### config.mk
export PLATFORM = sky130hd
export DESIGN_NAME = imem_loader_flat
export DESIGN_NICKNAME = d
export VERILOG_FILES = /design/src/rtl/imem_pkg.sv /design/src/rtl/imem_loader_if.sv /design/src/rtl/imem_sum_acc.sv /design/src/rtl/imem_loader.sv /design/src/flat_wrapper.sv
export SDC_FILE = /design/constraint.sdc
export NUM_CORES = 1
export LEC_CHECK = 0
export CAP_MARGIN = 20
export CORE_UTILIZATION = 59
export DETAILED_ROUTE_END_ITERATION = 10
export GPL_TIMING_DRIVEN = 0
export PLACE_DENSITY = 0.9
export SYNTH_ARGS = -nofsm -noshare
export SYNTH_HDL_FRONTEND = slang
export SYNTH_SLANG_ARGS = --single-unit
### constraint.sdc
create_clock -name clk -period 5.3 [get_ports clk]
set_input_delay 0.53 -clock clk [delete_from_list [all_inputs] [get_ports clk]]
set_output_delay 0.53 -clock clk [all_outputs]
set_load 0.01 [all_outputs]
### src/rtl/imem_pkg.sv
// Shared widths and FSM state encoding for the instruction-memory loader.
// Imported by the loader top, its interface and the checksum accumulator.
package imem_pkg;

    localparam int ADDR_W_DEF = 16;
    localparam int DATA_W_DEF = 32;

    typedef enum logic [2:0] {
        ST_IDLE  = 3'd0,
        ST_WRITE = 3'd1,
        ST_READ  = 3'd2,
        ST_DRAIN = 3'd3,
        ST_CHECK = 3'd4
    } state_e;

endpackage

### src/rtl/imem_loader_if.sv
// Control, source-stream and InstructionMemory signals of the loader.
// master = loader side, slave = environment (source, memory, controller).
interface imem_loader_if #(
    parameter int ADDR_W = imem_pkg::ADDR_W_DEF,
    parameter int DATA_W = imem_pkg::DATA_W_DEF
) ();
    logic              start;
    logic [ADDR_W-1:0] base_addr;
    logic [ADDR_W-1:0] word_count;
    logic [DATA_W-1:0] s_data;
    logic              s_valid;
    logic              s_ready;
    logic [ADDR_W-1:0] mem_address;
    logic [DATA_W-1:0] mem_write_data;
    logic              mem_wn;
    logic              mem_rd;
    logic [DATA_W-1:0] mem_read_data;
    logic              busy;
    logic              done;
    logic              error;
    logic [DATA_W-1:0] checksum;

    modport master (
        input  start, base_addr, word_count, s_data, s_valid, mem_read_data,
        output s_ready, mem_address, mem_write_data, mem_wn, mem_rd,
               busy, done, error, checksum
    );

    modport slave (
        output start, base_addr, word_count, s_data, s_valid, mem_read_data,
        input  s_ready, mem_address, mem_write_data, mem_wn, mem_rd,
               busy, done, error, checksum
    );
endinterface

### src/rtl/imem_sum_acc.sv
// Modulo-2^DATA_W running sum with synchronous clear; clear wins over enable.
// One-cycle update latency, no backpressure.
module imem_sum_acc
    import imem_pkg::*;
#(
    parameter int DATA_W = DATA_W_DEF
) (
    input  logic              clk,
    input  logic              rst_n,
    input  logic              i_clr,
    input  logic              i_en,
    input  logic [DATA_W-1:0] i_dat,
    output logic [DATA_W-1:0] o_sum
);
    logic [DATA_W-1:0] r_sum;

    always_ff @(posedge clk) begin
        if (!rst_n) begin
            r_sum <= '0;
        end else if (i_clr) begin
            r_sum <= '0;
        end else if (i_en) begin
            r_sum <= r_sum + i_dat;
        end
    end

    assign o_sum = r_sum;
endmodule

### src/rtl/imem_loader.sv
// Streams words into InstructionMemory, reads them back and compares checksums.
// Memory strobes registered; s_ready is high only in WRITE, gaps in s_valid insert no writes.
module imem_loader
    import imem_pkg::*;
#(
    parameter int ADDR_W = ADDR_W_DEF,
    parameter int DATA_W = DATA_W_DEF
) (
    input  logic clk,
    input  logic rst_n,
    imem_loader_if.master bus
);
    localparam logic [2:0] S_IDLE  = ST_IDLE;
    localparam logic [2:0] S_WRITE = ST_WRITE;
    localparam logic [2:0] S_READ  = ST_READ;
    localparam logic [2:0] S_DRAIN = ST_DRAIN;
    localparam logic [2:0] S_CHECK = ST_CHECK;

    logic [2:0]        r_state;
    logic [ADDR_W-1:0] r_base;
    logic [ADDR_W-1:0] r_count;
    logic [ADDR_W-1:0] r_idx;
    logic [ADDR_W-1:0] r_addr;
    logic [DATA_W-1:0] r_wdata;
    logic [DATA_W-1:0] r_checksum;
    logic              r_wn;
    logic              r_rd;
    logic              r_rd_d;
    logic              r_done;
    logic              r_error;

    logic              w_xfer;
    logic              w_start_ok;
    logic              w_last;
    logic [DATA_W-1:0] w_wsum;
    logic [DATA_W-1:0] w_rsum;

    assign w_xfer     = (r_state == S_WRITE) && bus.s_valid;
    assign w_start_ok = (r_state == S_IDLE) && bus.start && (bus.word_count != '0);
    assign w_last     = (r_idx == r_count - ADDR_W'(1));

    imem_sum_acc #(.DATA_W(DATA_W)) u_wsum (
        .clk   (clk),
        .rst_n (rst_n),
        .i_clr (w_start_ok),
        .i_en  (w_xfer),
        .i_dat (bus.s_data),
        .o_sum (w_wsum)
    );

    // r_rd_d marks the edge where read_data answers the previous rd cycle
    imem_sum_acc #(.DATA_W(DATA_W)) u_rsum (
        .clk   (clk),
        .rst_n (rst_n),
        .i_clr (w_start_ok),
        .i_en  (r_rd_d),
        .i_dat (bus.mem_read_data),
        .o_sum (w_rsum)
    );

    always_ff @(posedge clk) begin
        if (!rst_n) begin
            r_state    <= S_IDLE;
            r_base     <= '0;
            r_count    <= '0;
            r_idx      <= '0;
            r_addr     <= '0;
            r_wdata    <= '0;
            r_checksum <= '0;
            r_wn       <= 1'b0;
            r_rd       <= 1'b0;
            r_rd_d     <= 1'b0;
            r_done     <= 1'b0;
            r_error    <= 1'b0;
        end else begin
            r_wn   <= 1'b0;
            r_rd   <= 1'b0;
            r_done <= 1'b0;
            r_rd_d <= r_rd;
            case (r_state)
                S_IDLE: begin
                    if (bus.start) begin
                        r_error    <= 1'b0;
                        r_checksum <= '0;
                        r_idx      <= '0;
                        if (bus.word_count != '0) begin
                            r_base  <= bus.base_addr;
                            r_count <= bus.word_count;
                            r_state <= S_WRITE;
                        end else begin
                            r_done <= 1'b1;
                        end
                    end
                end
                S_WRITE: begin
                    if (bus.s_valid) begin
                        r_wn    <= 1'b1;
                        r_addr  <= r_base + r_idx;
                        r_wdata <= bus.s_data;
                        if (w_last) begin
                            r_idx   <= '0;
                            r_state <= S_READ;
                        end else begin
                            r_idx <= r_idx + ADDR_W'(1);
                        end
                    end
                end
                S_READ: begin
                    r_rd   <= 1'b1;
                    r_addr <= r_base + r_idx;
                    if (w_last) begin
                        r_idx   <= '0;
                        r_state <= S_DRAIN;
                    end else begin
                        r_idx <= r_idx + ADDR_W'(1);
                    end
                end
                // leave once the last rd cycle has retired; its sample lands on this edge
                S_DRAIN: begin
                    if (!r_rd) begin
                        r_state <= S_CHECK;
                    end
                end
                S_CHECK: begin
                    r_error    <= (w_rsum != w_wsum);
                    r_checksum <= w_wsum;
                    r_done     <= 1'b1;
                    r_state    <= S_IDLE;
                end
                default: r_state <= S_IDLE;
            endcase
        end
    end

    assign bus.s_ready        = (r_state == S_WRITE);
    assign bus.busy           = (r_state != S_IDLE);
    assign bus.mem_address    = r_addr;
    assign bus.mem_write_data = r_wdata;
    assign bus.mem_wn         = r_wn;
    assign bus.mem_rd         = r_rd;
    assign bus.done           = r_done;
    assign bus.error          = r_error;
    assign bus.checksum       = r_checksum;
endmodule

### src/flat_wrapper.sv
// flat-port wrapper written by rule: the top's interface ports become plain ports
module imem_loader_flat import imem_pkg::*;
#(
    parameter int ADDR_W = ADDR_W_DEF,
    parameter int DATA_W = DATA_W_DEF
)
  (clk, rst_n, bus_start, bus_base_addr, bus_word_count, bus_s_data, bus_s_valid, bus_mem_read_data, bus_s_ready, bus_mem_address, bus_mem_write_data, bus_mem_wn, bus_mem_rd, bus_busy, bus_done, bus_error, bus_checksum);
  imem_loader_if #(.ADDR_W(ADDR_W), .DATA_W(DATA_W)) bus_i ();
  input  logic clk;
  input  logic rst_n;
  input wire logic [$bits(bus_i.start)-1:0] bus_start;
  input wire logic [$bits(bus_i.base_addr)-1:0] bus_base_addr;
  input wire logic [$bits(bus_i.word_count)-1:0] bus_word_count;
  input wire logic [$bits(bus_i.s_data)-1:0] bus_s_data;
  input wire logic [$bits(bus_i.s_valid)-1:0] bus_s_valid;
  input wire logic [$bits(bus_i.mem_read_data)-1:0] bus_mem_read_data;
  output wire logic [$bits(bus_i.s_ready)-1:0] bus_s_ready;
  output wire logic [$bits(bus_i.mem_address)-1:0] bus_mem_address;
  output wire logic [$bits(bus_i.mem_write_data)-1:0] bus_mem_write_data;
  output wire logic [$bits(bus_i.mem_wn)-1:0] bus_mem_wn;
  output wire logic [$bits(bus_i.mem_rd)-1:0] bus_mem_rd;
  output wire logic [$bits(bus_i.busy)-1:0] bus_busy;
  output wire logic [$bits(bus_i.done)-1:0] bus_done;
  output wire logic [$bits(bus_i.error)-1:0] bus_error;
  output wire logic [$bits(bus_i.checksum)-1:0] bus_checksum;
  assign bus_i.start = bus_start;
  assign bus_i.base_addr = bus_base_addr;
  assign bus_i.word_count = bus_word_count;
  assign bus_i.s_data = bus_s_data;
  assign bus_i.s_valid = bus_s_valid;
  assign bus_i.mem_read_data = bus_mem_read_data;
  assign bus_s_ready = bus_i.s_ready;
  assign bus_mem_address = bus_i.mem_address;
  assign bus_mem_write_data = bus_i.mem_write_data;
  assign bus_mem_wn = bus_i.mem_wn;
  assign bus_mem_rd = bus_i.mem_rd;
  assign bus_busy = bus_i.busy;
  assign bus_done = bus_i.done;
  assign bus_error = bus_i.error;
  assign bus_checksum = bus_i.checksum;
  imem_loader #(.ADDR_W(ADDR_W), .DATA_W(DATA_W)) u_core (.clk(clk), .rst_n(rst_n), .bus(bus_i));
endmodule
* After elaboration in Yosys (flattened, before gate mapping)
Cells that the tools add are included.
** Word-level totals
- Latch bits :: 0
- Bits of input ports :: 100
- Bits in writable memories :: 0
- Memories kept :: 0
- Memory bits (read-only) :: 0
- Register bits after elaboration :: 200
** Operators by class
- $lt $le $gt $ge :: 0
- $add $sub $neg :: 5
- Muxes and demuxes :: 22
- Shifts and indexed selects :: 0
- Reduce and logical (&&, ||, !) cells :: 17
- $mul :: 0
- Bitwise gates (word level) :: 1
- Equality and inequality tests :: 12
- Divide/modulo/power cells :: 0
** Operators with widths (count)
- adder 32 bit :: 2
- 2-to-1 mux 16 bit :: 4
- case mux 32 bit (2 select lines) :: 1
- case mux 16 bit (3 select lines) :: 1
- 2-to-1 mux 32 bit :: 1
- != test 32 bit :: 1
- case mux 16 bit (2 select lines) :: 1
- 2-to-1 mux 3 bit :: 6
- adder 16 x 1 -> 16 bit, second input constant :: 1
- adder 16 bit :: 1
- == test 16 bit :: 1
- nonzero test 16 bit :: 1
- subtractor 16 x 1 -> 16 bit, second input constant :: 1
- case mux 3 bit (4 select lines) :: 1
- != test 2 bit, second input constant :: 4
- AND reduction 2 bit :: 4
- == test 3 x 2 -> 1 bit, second input constant :: 2
- AND reduction 3 bit :: 2
- AND reduction 6 bit :: 1
- nonzero test 3 bit :: 2
- 2-to-1 mux 1 bit :: 5
- != test 2 x 1 -> 1 bit, second input constant :: 2
- case mux 1 bit (2 select lines) :: 2
- nonzero test 2 bit :: 2
- 6 further kinds :: 8

* Depth between registers and ports, before layout
- Depth after elaboration :: 5
- Gate-level depth with buffers :: 13

* Hierarchy
Synthesis repeated with hierarchy kept, for this count alone.
** Unflattened totals
- Cell total of the unflattened synthesis :: 1517
- Area total of the unflattened synthesis :: 12306.8 sq um
** Modules (own cells, without submodules)
- imem_loader :: instances 1, cells each 802, area an instance 6729.0 sq um, sequential area each 2722.6 sq um
- imem_sum_acc (u_core.u_wsum) :: instances 1, cells each 378, area an instance 2845.2 sq um, sequential area each 640.6 sq um
- imem_sum_acc (u_core.u_rsum) :: instances 1, cells each 337, area an instance 2732.6 sq um, sequential area each 640.6 sq um

* Least setup slack after synthesis
No wires, ideal clock.
- Kind :: input to register
- Start :: in bus_s_data[0]
- End :: reg u_core.u_wsum.r_sum[18] (netlist: u_core.u_wsum.o_sum[18])
- Arrival :: 3005 ps
- Library setup time :: 74 ps
- Path slack :: 2221 ps
- Data required time :: 5226 ps
- Cell stages on the path :: 12
- Path buffers :: 0
- Cell sequence :: ha_1 inv_1 fa_1 nand2b_1 a21oi_1 nor3_1 o31ai_1 a21o_1 a21o_1 a21oi_1 or4b_2 a31oi_1
** On the way
- Longest elaborated chain between the ends :: 1
** RTL lines
- from (decl) :: RTL line flat_wrapper.sv:14 : input wire logic [$bits(bus_i.s_data)-1:0] bus_s_data;
- adder 32 bit :: RTL line imem_sum_acc.sv:23 : r_sum <= r_sum + i_dat;
- to (signal assigned) :: RTL line imem_sum_acc.sv:23
- to (decl) :: RTL line imem_sum_acc.sv:15 : logic [DATA_W-1:0] r_sum;
No other way between the ends.
A chain may end at the register's enable or synchronous reset.

* Worst setup path after layout
- Start :: in bus_mem_read_data[0]
- End :: reg u_core.u_rsum.r_sum[28] (netlist: u_core.u_rsum.o_sum[28])
** On the way
- Longest elaborated chain between the ends :: 1
** RTL lines
- from (decl) :: RTL line flat_wrapper.sv:16 : input wire logic [$bits(bus_i.mem_read_data)-1:0] bus_mem_read_data;
- adder 32 bit :: RTL line imem_sum_acc.sv:23
- to (signal assigned) :: RTL line imem_sum_acc.sv:23
- to (decl) :: RTL line imem_sum_acc.sv:15
No other way between the ends.

==> flow_summary.ini <==
[yosys]
syn_nets = 1629
synth_cell_types = 64
synth_warnings = 0
seq_area_frac_synth_pct = 34.7
synth_area_per_cell_um2 = 7.98
yosys_register_bits = 200
ys_async_sr_fraction_pct = 0
synth_area_mm2 = 0.0115
synthCells = 1447
synth_edf_count = 0
synth-main-ff-cell = dfxtp_1

[routing]
wl_met2_mm = 16.6
avgRoutedWirePerCell_um = 18.0
postRouteAntennaNets = 0
highest_layer = met4
drc = 0
viasPerCell = 6.00
drt_iter0_markers = 920
drt-pass1-iter-count = 9
routed_wl_mm = 34.6
vias = 11529
wl_met1_mm = 14.0
wl_met3_mm = 2.64

[timing]
post-route-min-period_ns = 3.76
finalHoldViolCount = 0
min_period_over_period_pct = 70.9
tightest_slew_ns = 0.843
setup_slack_ns = 1.54
finalSetupViolCount = 0
hold_slack_ns = 0.457
slew_headroom_pct = 43.8
timing.fmax_mhz = 266
rsz0062_at_grt = no
maxSlewViolCount = 0
tns_ns = 0
skew_ns = 0.0107

[critical_path]
path_class = input pin to flop
crit_required_ns = 5.62
cp.arrival_ns = 4.08
cp_max_fo = 3
setup.worst_path.start_class = input pin
cp-end-kind = flop

[clocking]
tritoncts = done
numCtsBuffers = 17
cts_buffer_depth = 2
clk_pin_slew_ns = 0.08
clk_latency_ns = 0.45
htree_num_levels = 4
cts-root-buf = clkbuf_16
cts.repair.resized = 0
post_cts_buffers = 0
cts_hold_buf = 0
cts_sinks = 200

[floorplanning]
std_cell_rows = 50
die_area_mm2 = 0.0201
die_width_um = 142
coreArea_mm2 = 0.0190
io_pins = 186
die_h_um = 142
start_util_pct = 60.9

[cells_and_area]
nets = 1832
design_area_mm2 = 0.0143
multiInputGateArea_mm2 = 0.00719
drive_gt1_share_pct = 2.89
layout.area.seq_mm2 = 0.00400
fin_util_pct = 75.6
final_common_cell = nand2_1
n_fill_cell = 1409
layout.cells.non_filler = 1923
n_antenna_cell = 0
synthToLayoutAreaGrowth_pct = 24.0
final_cell_mix = nand2_1 (245), dfxtp_1 (200), clkdlybuf4s50_1 (184)

[power]
p_comb_share_pct = 16.7
power.total_mw = 3.53
p_seq_share_pct = 45.0
power_density_mw_per_mm2 = 246
p_sw_mw = 1.05
irDropWorstVdd_mv = 0.239
internal_power_mw = 2.48
p_leak_nw = 5.84
p_sw_share_pct = 29.7
pwr-share-clk_pct = 38.3

[flow_run]
cap_violations = 0

[global_routing]
gr-total-overflow = 0
grt_max_degree = 21
grt_usage_pct = 34.6
antenna_found_initial = 0
grt_pass1_wl_mm = 54.7
grt_pass1_vias = 10849

[outcome]
status = finished clean

[place]
pre_cts_slack_ns = 1.15
gp_congestion = 0.950
hpwlAfterDp_mm = 26.6
numPortBuffers = 184
post_dp_cell_area_mm2 = 0.0137
dp.cells = 1891

[worst_hold_path]
hp-class = flop to flop
==> final timing paths <==
path / startpoint / to / slack (ns) / depth (start not counted)
max: bus_mem_read_data[0] / u_core.u_rsum.o_sum[28]$_SDFFE_PP0P_ / 1.54 / 14
min: u_core.bus.mem_write_data[31]$_SDFFE_PN0P_ / u_core.bus.mem_write_data[31]$_SDFFE_PN0P_ / 0.46 / 2
max reg2reg: u_core.u_wsum.o_sum[0]$_SDFFE_PP0P_ / u_core.u_wsum.o_sum[30]$_SDFFE_PP0P_ / 1.69 / 13
min reg2reg: u_core.bus.mem_write_data[31]$_SDFFE_PN0P_ / u_core.bus.mem_write_data[31]$_SDFFE_PN0P_ / 0.46 / 2
==> kinds of logic after synthesis <==
group                    synth area share, %
AO/OA/AOI/OAI                           20.4
XOR/XNOR                                9.10
adder cells (fa/ha/maj)                 9.08
buffers and inverters                   3.06
flip-flops                              34.7
multiplexers                            1.99
AND/OR/NAND/NOR                         21.7
==> Yosys cell counts (all sizes together), types with 3 or more instances <==
master  number  share of area [%]
nand2      246                8.0
dfxtp      200                 35
a21oi      168                7.3
nor2       139                4.5
ha          79                8.6
xor2        77                5.8
clkbuf      57                1.9
o21ai       47                2.1
xnor2       43                3.3
a21o        34                2.2
a22oi       34                2.2
nand3       31                1.3
inv         29               0.94
mux2i       23                2.0
nor3        23                1.0
a211oi      20                1.3
nor4        18                1.1
nand2b      14               0.76
nand4       12               0.65
a31oi       10               0.54
nor2b       10               0.54
o21a        10               0.65
and2         9               0.49
and3         9               0.49
nand4b       9               0.81
buf          8               0.26
or3          8               0.43
a211o        6               0.46
o211ai       6               0.39
o21bai       6               0.39
a21boi       5               0.33
nor4b        5               0.38
nand3b       4               0.26
nor3b        4               0.26
o22ai        4               0.22
o31a         4               0.30
a21bo        3               0.26
a31o         3               0.23
fa           3               0.52
o31ai        3               0.20
or4          3               0.23
==> power by group through the flow <==
stage | Combinational (mW) | Clock [mW] | Sequential (mW)
floorplan | 0.351 | 0 | 1.62
global placement | 0.562 | 0 | 1.62
detailed placement | 0.575 | 0 | 1.62
CTS | 0.581 | 1.35 | 1.59
global route | 0.643 | 1.41 | 1.59
finish | 0.589 | 1.35 | 1.59
==> worst max-delay path, cell delays in order <==
cell	delay (ns)
clkdlybuf4s50_1	0.51
ha_1	0.21
inv_1	0.06
fa_1	0.41
nor2b_1	0.16
o211ai_1	0.12
a2111oi_1	0.68
o211ai_1	0.22
a21oi_1	0.29
o21ai_1	0.16
o21ai_0	0.32
a31oi_1	0.15
xor2_1	0.16
o22ai_1	0.09
==> flip-flops by register name, summed over array words and instances (netlist names) <==
name	flops
u_core.u_wsum.o_sum	32
u_core.r_idx	16
u_core.u_rsum.o_sum	32
u_core.r_state	3
u_core.bus.mem_wn	1
u_core.bus.error	1
u_core.r_count	16
u_core.bus.mem_address	16
u_core.bus.checksum	32
u_core.bus.done	1
u_core.bus.mem_rd	1
u_core.r_base	16
u_core.r_rd_d	1
u_core.bus.mem_write_data	32
==> per-layer routing <==
metal,up-vias,global-route usage [%]
li1,5507,-
met1,5401,42.0
met2,517,59.4
met3,104,6.04
met4,0,16.7
met5,-,0
==> layout make-up <==
class / instances / area share, %
multi-input cells: 1153 / 50.2
flip-flops and latches: 200 / 28.0
repair buffers: 184 / 12.9
clock buffers: 17 / 2.97
well taps: 260 / 2.27
plain buffers: 65 / 1.70
clock inverters: 15 / 1.28
inverters: 29 / 0.760
(Power assumes the default switching activity.)
